File: src/rtl/vga_pattern_pkg.sv
// vga_pattern_pkg: shared definitions for the VGA test-pattern generator.
//   - default 640x480@60 timing constants (pixels / lines)
//   - pattern id enum matching the 2-bit PIO pattern-select register
//   - colour-bar masks: bit k set means that channel is full-scale in bar k
package vga_pattern_pkg;

   localparam int H_ACTIVE_DEF = 640;
   localparam int H_FP_DEF     = 16;
   localparam int H_SYNC_DEF   = 96;
   localparam int H_BP_DEF     = 48;
   localparam int V_ACTIVE_DEF = 480;
   localparam int V_FP_DEF     = 10;
   localparam int V_SYNC_DEF   = 2;
   localparam int V_BP_DEF     = 33;
   localparam int COLOR_W_DEF  = 4;

   typedef enum logic [1:0] {
      PAT_BARS  = 2'd0,
      PAT_CHECK = 2'd1,
      PAT_RAMP  = 2'd2,
      PAT_GRID  = 2'd3
   } pat_e;

   // Bars left to right: white, yellow, cyan, green, magenta, red, blue, black.
   localparam logic [7:0] BAR_R_MASK = 8'b0011_0011;
   localparam logic [7:0] BAR_G_MASK = 8'b0000_1111;
   localparam logic [7:0] BAR_B_MASK = 8'b0101_0101;

endpackage

File: src/rtl/vga_timing.sv
// vga_timing: pixel/line counters and sync decode for the VGA pattern generator.
// Ports:
//   clk, reset      - system clock, synchronous active-high reset
//   pix_en          - pixel-advance enable; everything holds while low
//   h_cnt, v_cnt    - current pixel column / line (counter registers)
//   hs, vs          - registered active-low syncs for the counters of the
//                     previous pix_en cycle (aligned with the registered rgb)
//   active          - counters are inside the visible area (combinational)
//   at_origin       - counters sit at pixel (0,0) (combinational)
module vga_timing
   import vga_pattern_pkg::*;
#(
   parameter  int H_ACTIVE = H_ACTIVE_DEF,
   parameter  int H_FP     = H_FP_DEF,
   parameter  int H_SYNC   = H_SYNC_DEF,
   parameter  int H_BP     = H_BP_DEF,
   parameter  int V_ACTIVE = V_ACTIVE_DEF,
   parameter  int V_FP     = V_FP_DEF,
   parameter  int V_SYNC   = V_SYNC_DEF,
   parameter  int V_BP     = V_BP_DEF,
   localparam int H_TOTAL  = H_ACTIVE + H_FP + H_SYNC + H_BP,
   localparam int V_TOTAL  = V_ACTIVE + V_FP + V_SYNC + V_BP,
   localparam int H_W      = $clog2(H_TOTAL),
   localparam int V_W      = $clog2(V_TOTAL)
) (
   input  logic           clk,
   input  logic           reset,
   input  logic           pix_en,
   output logic [H_W-1:0] h_cnt,
   output logic [V_W-1:0] v_cnt,
   output logic           hs,
   output logic           vs,
   output logic           active,
   output logic           at_origin
);

   localparam logic [H_W-1:0] H_LAST   = H_W'(H_TOTAL - 1);
   localparam logic [H_W-1:0] H_ACT    = H_W'(H_ACTIVE);
   localparam logic [H_W-1:0] HS_START = H_W'(H_ACTIVE + H_FP);
   localparam logic [H_W-1:0] HS_END   = H_W'(H_ACTIVE + H_FP + H_SYNC);
   localparam logic [V_W-1:0] V_LAST   = V_W'(V_TOTAL - 1);
   localparam logic [V_W-1:0] V_ACT    = V_W'(V_ACTIVE);
   localparam logic [V_W-1:0] VS_START = V_W'(V_ACTIVE + V_FP);
   localparam logic [V_W-1:0] VS_END   = V_W'(V_ACTIVE + V_FP + V_SYNC);

   logic hs_zone;
   logic vs_zone;

   assign hs_zone   = (h_cnt >= HS_START) && (h_cnt < HS_END);
   assign vs_zone   = (v_cnt >= VS_START) && (v_cnt < VS_END);
   assign active    = (h_cnt < H_ACT) && (v_cnt < V_ACT);
   assign at_origin = (h_cnt == '0) && (v_cnt == '0);

   // NOTE: state registers use non-blocking (<=) so every flop samples the
   // pre-edge values; blocking here would chain counter and sync updates.
   always_ff @(posedge clk) begin
      if (reset) begin
         h_cnt <= '0;
         v_cnt <= '0;
         hs    <= 1'b1;
         vs    <= 1'b1;
      end else if (pix_en) begin
         // Syncs decode the counters before they advance, matching the rgb path.
         hs <= ~hs_zone;
         vs <= ~vs_zone;
         if (h_cnt == H_LAST) begin
            h_cnt <= '0;
            v_cnt <= (v_cnt == V_LAST) ? '0 : v_cnt + 1'b1;
         end else begin
            h_cnt <= h_cnt + 1'b1;
         end
      end
   end

endmodule

File: src/rtl/vga_pattern_gen.sv
// vga_pattern_gen: 640x480@60 VGA timing plus four selectable test patterns.
// Ports:
//   clk, reset        - 50 MHz system clock, synchronous active-high reset
//   pix_en            - one-clk pixel-advance tick (25 MHz rate)
//   pat_id            - pattern select from the PIO register
//   vga_r/g/b         - registered colour to the DAC (0 outside active area)
//   vga_hs, vga_vs    - registered active-low syncs
//   frame_start       - one-clk pulse with pixel (0,0) on the outputs
//   cur_pat           - pattern being displayed this frame
// pat_id is only sampled at pixel (0,0), so a frame never mixes patterns.
module vga_pattern_gen
   import vga_pattern_pkg::*;
#(
   parameter  int H_ACTIVE = H_ACTIVE_DEF,
   parameter  int H_FP     = H_FP_DEF,
   parameter  int H_SYNC   = H_SYNC_DEF,
   parameter  int H_BP     = H_BP_DEF,
   parameter  int V_ACTIVE = V_ACTIVE_DEF,
   parameter  int V_FP     = V_FP_DEF,
   parameter  int V_SYNC   = V_SYNC_DEF,
   parameter  int V_BP     = V_BP_DEF,
   parameter  int COLOR_W  = COLOR_W_DEF,
   localparam int H_W      = $clog2(H_ACTIVE + H_FP + H_SYNC + H_BP),
   localparam int V_W      = $clog2(V_ACTIVE + V_FP + V_SYNC + V_BP)
) (
   input  logic               clk,
   input  logic               reset,
   input  logic               pix_en,
   input  logic [1:0]         pat_id,
   output logic [COLOR_W-1:0] vga_r,
   output logic [COLOR_W-1:0] vga_g,
   output logic [COLOR_W-1:0] vga_b,
   output logic               vga_hs,
   output logic               vga_vs,
   output logic               frame_start,
   output logic [1:0]         cur_pat
);

   localparam logic [H_W-1:0]     H_ACT_LAST = H_W'(H_ACTIVE - 1);
   localparam logic [V_W-1:0]     V_ACT_LAST = V_W'(V_ACTIVE - 1);
   localparam logic [COLOR_W-1:0] FULL       = '1;

   logic [H_W-1:0]     h_cnt;
   logic [V_W-1:0]     v_cnt;
   logic               active;
   logic               at_origin;
   pat_e               cur_pat_q;
   pat_e               pix_pat;
   logic [2:0]         bar;
   logic [COLOR_W-1:0] r_d, g_d, b_d;

   vga_timing #(
      .H_ACTIVE(H_ACTIVE), .H_FP(H_FP), .H_SYNC(H_SYNC), .H_BP(H_BP),
      .V_ACTIVE(V_ACTIVE), .V_FP(V_FP), .V_SYNC(V_SYNC), .V_BP(V_BP)
   ) u_timing (
      .clk       (clk),
      .reset     (reset),
      .pix_en    (pix_en),
      .h_cnt     (h_cnt),
      .v_cnt     (v_cnt),
      .hs        (vga_hs),
      .vs        (vga_vs),
      .active    (active),
      .at_origin (at_origin)
   );

   // Pixel (0,0) is drawn with the select being latched on the same edge.
   assign pix_pat = at_origin ? pat_e'(pat_id) : cur_pat_q;
   assign cur_pat = cur_pat_q;

   // Bar index from a ladder of constant comparators (no divider).
   always_comb begin
      bar = '0;
      for (int k = 1; k < 8; k++) begin
         if (h_cnt >= H_W'(k * H_ACTIVE / 8)) bar = 3'(k);
      end
   end

   // NOTE: every always_comb output gets a default first so no path
   // leaves it unassigned, which would otherwise infer a latch.
   always_comb begin
      r_d = '0;
      g_d = '0;
      b_d = '0;
      if (active) begin
         case (pix_pat)
            PAT_BARS: begin
               r_d = {COLOR_W{BAR_R_MASK[bar]}};
               g_d = {COLOR_W{BAR_G_MASK[bar]}};
               b_d = {COLOR_W{BAR_B_MASK[bar]}};
            end
            PAT_CHECK: begin
               if (h_cnt[5] ^ v_cnt[5]) begin
                  r_d = FULL;
                  g_d = FULL;
                  b_d = FULL;
               end
            end
            PAT_RAMP: begin
               r_d = h_cnt[H_W-1 -: COLOR_W];
               g_d = h_cnt[H_W-1 -: COLOR_W];
               b_d = h_cnt[H_W-1 -: COLOR_W];
            end
            PAT_GRID: begin
               if (h_cnt == '0 || h_cnt == H_ACT_LAST ||
                   v_cnt == '0 || v_cnt == V_ACT_LAST) begin
                  r_d = FULL;
               end else if (h_cnt[4:0] == '0 || v_cnt[4:0] == '0) begin
                  r_d = FULL;
                  g_d = FULL;
                  b_d = FULL;
               end
            end
            default: ;
         endcase
      end
   end

   always_ff @(posedge clk) begin
      if (reset) begin
         vga_r       <= '0;
         vga_g       <= '0;
         vga_b       <= '0;
         frame_start <= 1'b0;
         cur_pat_q   <= PAT_BARS;
      end else if (pix_en) begin
         vga_r       <= r_d;
         vga_g       <= g_d;
         vga_b       <= b_d;
         frame_start <= at_origin;
         if (at_origin) cur_pat_q <= pat_e'(pat_id);
      end else begin
         // The pulse is one clk wide even when pix_en ticks every other clk.
         frame_start <= 1'b0;
      end
   end

endmodule
File: config.mk
export PLATFORM = sky130hd
export DESIGN_NAME = vga_pattern_gen
export DESIGN_NICKNAME = d
export VERILOG_FILES = /design/src/rtl/vga_pattern_pkg.sv /design/src/rtl/vga_timing.sv /design/src/rtl/vga_pattern_gen.sv
export SDC_FILE = /design/constraint.sdc
export NUM_CORES = 1
export LEC_CHECK = 0
export ABC_AREA = 1
export CORE_UTILIZATION = 30
export DETAILED_ROUTE_END_ITERATION = 10
export GPL_TIMING_DRIVEN = 1
export PLACE_DENSITY = 0.54
export SLEW_MARGIN = 40
export SYNTH_ARGS = -nofsm -noshare
export SYNTH_HDL_FRONTEND = slang
export SYNTH_SLANG_ARGS = --single-unit
export TNS_END_PERCENT = 50
File: constraint.sdc
create_clock -name clk -period 1.7 [get_ports clk]
set_input_delay 0.51 -clock clk [delete_from_list [all_inputs] [get_ports clk]]
set_output_delay 0.51 -clock clk [all_outputs]
set_load 0.02 [all_outputs]
==> flow_summary.json <==
{
  "worst_pin_slew_ns": 0.376,
  "grt_max_degree": 21,
  "syn_inst": 300,
  "holdCritPathClass": "reg2reg",
  "num-nets-final": 378,
  "root_buffer": "clkbuf_8",
  "async_flop_share": 0,
  "rsz0062_at_grt": "yes",
  "cap_violations": 0,
  "status": "finished, final reports clean",
  "p_sw_frac": 0.312,
  "yosysTopAreaCell": "dfxtp_1",
  "synth_edf_count": 0,
  "cts_tree": "yes",
  "gp_congestion": 0.852,
  "worstSkewPairLatency_ns": 0.29,
  "cts_buffers": 5,
  "setup-violations-final": 0,
  "coreArea_um2": 6980,
  "synth_area_um2": 2220,
  "post-synth-top-count-cell": "nand2_1",
  "p_int_mw": 1.36,
  "start_util": 0.317,
  "post-route-min-period_ns": 1.66,
  "holdWs_ns": 0.465,
  "drtAntennaViolNets": 0,
  "die_area_um2": 7730,
  "antenna_found_initial": 0,
  "dieWidth_um": 87.9,
  "drtPass1Iterations": 4,
  "power_frac_clock": 0.309,
  "ys_ff_latch": 37,
  "wire_per_inst_um": 12.4,
  "rows": 30,
  "first_iter_violations": 77,
  "worst_setup_path_start_kind": "flop",
  "yosysTopAreaCellShare": 0.334,
  "final_area_um2": 3230,
  "drc": 0,
  "finalCritPeriodShare": 0.974,
  "synthesis.nets": 309,
  "p_comb_frac": 0.221,
  "ys_seq_area_frac": 0.334,
  "grt_pass1_vias": 2001,
  "die_y_um": 87.9,
  "grtUsageTotal": 0.161,
  "leakage_nw": 1.41,
  "num-fill-cells": 734,
  "slew_violations": 0,
  "dp_hpwl_um": 4360,
  "yosys_most_used_dff": "dfxtp_1",
  "drive_gt1_frac": 0.376,
  "slew_headroom": 0.747,
  "synth_area_leaders": "dfxtp_1, nand2_1, nand3_1",
  "drt-total-wl_um": 5790,
  "crit_arrival_ns": 1.83,
  "fmax_mhz": 604,
  "cts_max_path_buffers": 2,
  "grt_overflow_total": 0,
  "placedInstanceArea_um2": 2830,
  "clock-sinks": 37,
  "crit_fanout": 6,
  "diodes": 0,
  "cts_hold_buf": 0,
  "power-per-cell-area_nw_per_um2": 613,
  "ys_top_cells_by_count": "nand2_1, dfxtp_1, nor2_1, inv_1, nand3_1",
  "syn_to_final_growth_pct": 45.7,
  "synth.avg_cell_area_um2": 7.39,
  "htree_levels": 2,
  "io_pins": 22,
  "end_kind": "flop",
  "hold_viol": 0,
  "skew_ns": 0.0100,
  "grt_pass1_wl_um": 9540,
  "synth.distinct_cells": 35,
  "crit_type": "reg2reg",
  "pwr-share-seq": 0.470,
  "vias": 2147,
  "yosys_warnings": 0,
  "clk_pin_slew_ns": 0.07,
  "ir_drop_mv": 0.294,
  "port_buffers": 21,
  "switchingPower_uw": 618,
  "worstPathRequired_ns": 1.87,
  "viasPerCell": 4.61
}
cells by family after synthesis:
logic type / synth area share
simple gates: 0.403
buf+inv: 0.0960
compound gates: 0.112
flops: 0.334
xor+xnor: 0.0316
fa+ha+maj: 0.0226
flip-flops by register name, summed over array words and instances, names as in the netlist:
| signal | cells |
|---|---|
| u_timing.h_cnt | 10 |
| u_timing.v_cnt | 10 |
| vga_b | 4 |
| vga_g | 4 |
| vga_r | 4 |
| cur_pat | 2 |
| frame_start | 1 |
| u_timing.hs | 1 |
| u_timing.vs | 1 |
path summary, 6_finish.rpt:
path	slack, ns	cells after the start	start	to
worst max register to register	0.04	11	u_timing.h_cnt[1]	vga_g[0]
worst max-delay path	0.04	11	u_timing.h_cnt[1]	vga_g[0]
worst min-delay path	0.46	2	vga_r[1]	vga_r[1]
worst min register to register	0.46	2	vga_r[1]	vga_r[1]
power groups by stage:
stage	Clock (mW)	Sequential, mW	Combinational (mW)
floorplan	0	0.988	0.193
global placement	0	0.947	0.384
global route	0.677	0.937	0.470
detailed placement	0	0.949	0.382
finish	0.612	0.931	0.437
CTS	0.635	0.929	0.375
layout make-up:
| cell class | instances | area, µm² | share of cell area |
|---|---|---|---|
| timing repair buffer | 70 | 568 | 0.176 |
| sequential | 37 | 756 | 0.234 |
| inverter | 37 | 146 | 0.0453 |
| multi-input combinational | 218 | 1560 | 0.482 |
| clock inverter | 2 | 10.0 | 0.00310 |
| tap | 96 | 120 | 0.0372 |
| clock buffer | 6 | 72.6 | 0.0225 |
cells in the final DEF (no fill, tap or decap), drive strengths merged:
cell	instances
clkdlybuf4s50	3
xnor2	1
nand2	65
nand4	3
buf	49
clkbuf	6
o31ai	1
nand3	39
nor2	43
a21oi	25
a22oi	1
nor3	10
xor2	7
a2111oi	1
o21a	1
dlygate4sd2	18
a211oi	6
inv	37
nor4	3
clkinv	2
o21ai	8
ha	4
dfxtp	37
metal layers:
metal / GRT usage / wire length, µm / vias to the layer above
li1: - / - / 1120
met1: 0.218 / 2850 / 989
met2: 0.258 / 2670 / 31
met3: 0.0254 / 172 / 7
met4: 0.0581 / 98 / 0
met5: 0 / 0 / -
stage by stage:
stage / setup slack, ns / setup TNS [ns] / power, mW / util / cells
floorplan: 0.0502 / 0 / 1.18 / - / 300
global placement: -0.427 / -9.13 / 1.33 / 0.405 / 456
detailed placement: -0.466 / -9.76 / 1.33 / 0.405 / 456
CTS: 0.0114 / 0 / 1.94 / 0.422 / 465
global route: -0.0536 / -0.484 / 2.08 / 0.463 / 466
finish: 0.0439 / 0 / 1.98 / 0.463 / 466
critical path: stages, from the launching register on:
cell     delay (ns)
dfxtp_4        0.37
inv_4          0.06
ha_4           0.15
nand3_4        0.10
nor2_8         0.17
nand2_4        0.09
nand2_4        0.07
nand2_4        0.09
nor2_4         0.20
a21oi_2        0.10
nand2_1        0.08
a21oi_1        0.06
repair_timing:
| item | in CTS | in global routing |
|---|---|---|
| setup endpoints to repair | 34 | 24 |
| resized for setup | 33 | 63 |
| pin swaps | 5 | 13 |
| buffers inserted | 1 | 2 |
Note: power is estimated with default switching activity, not from simulation.
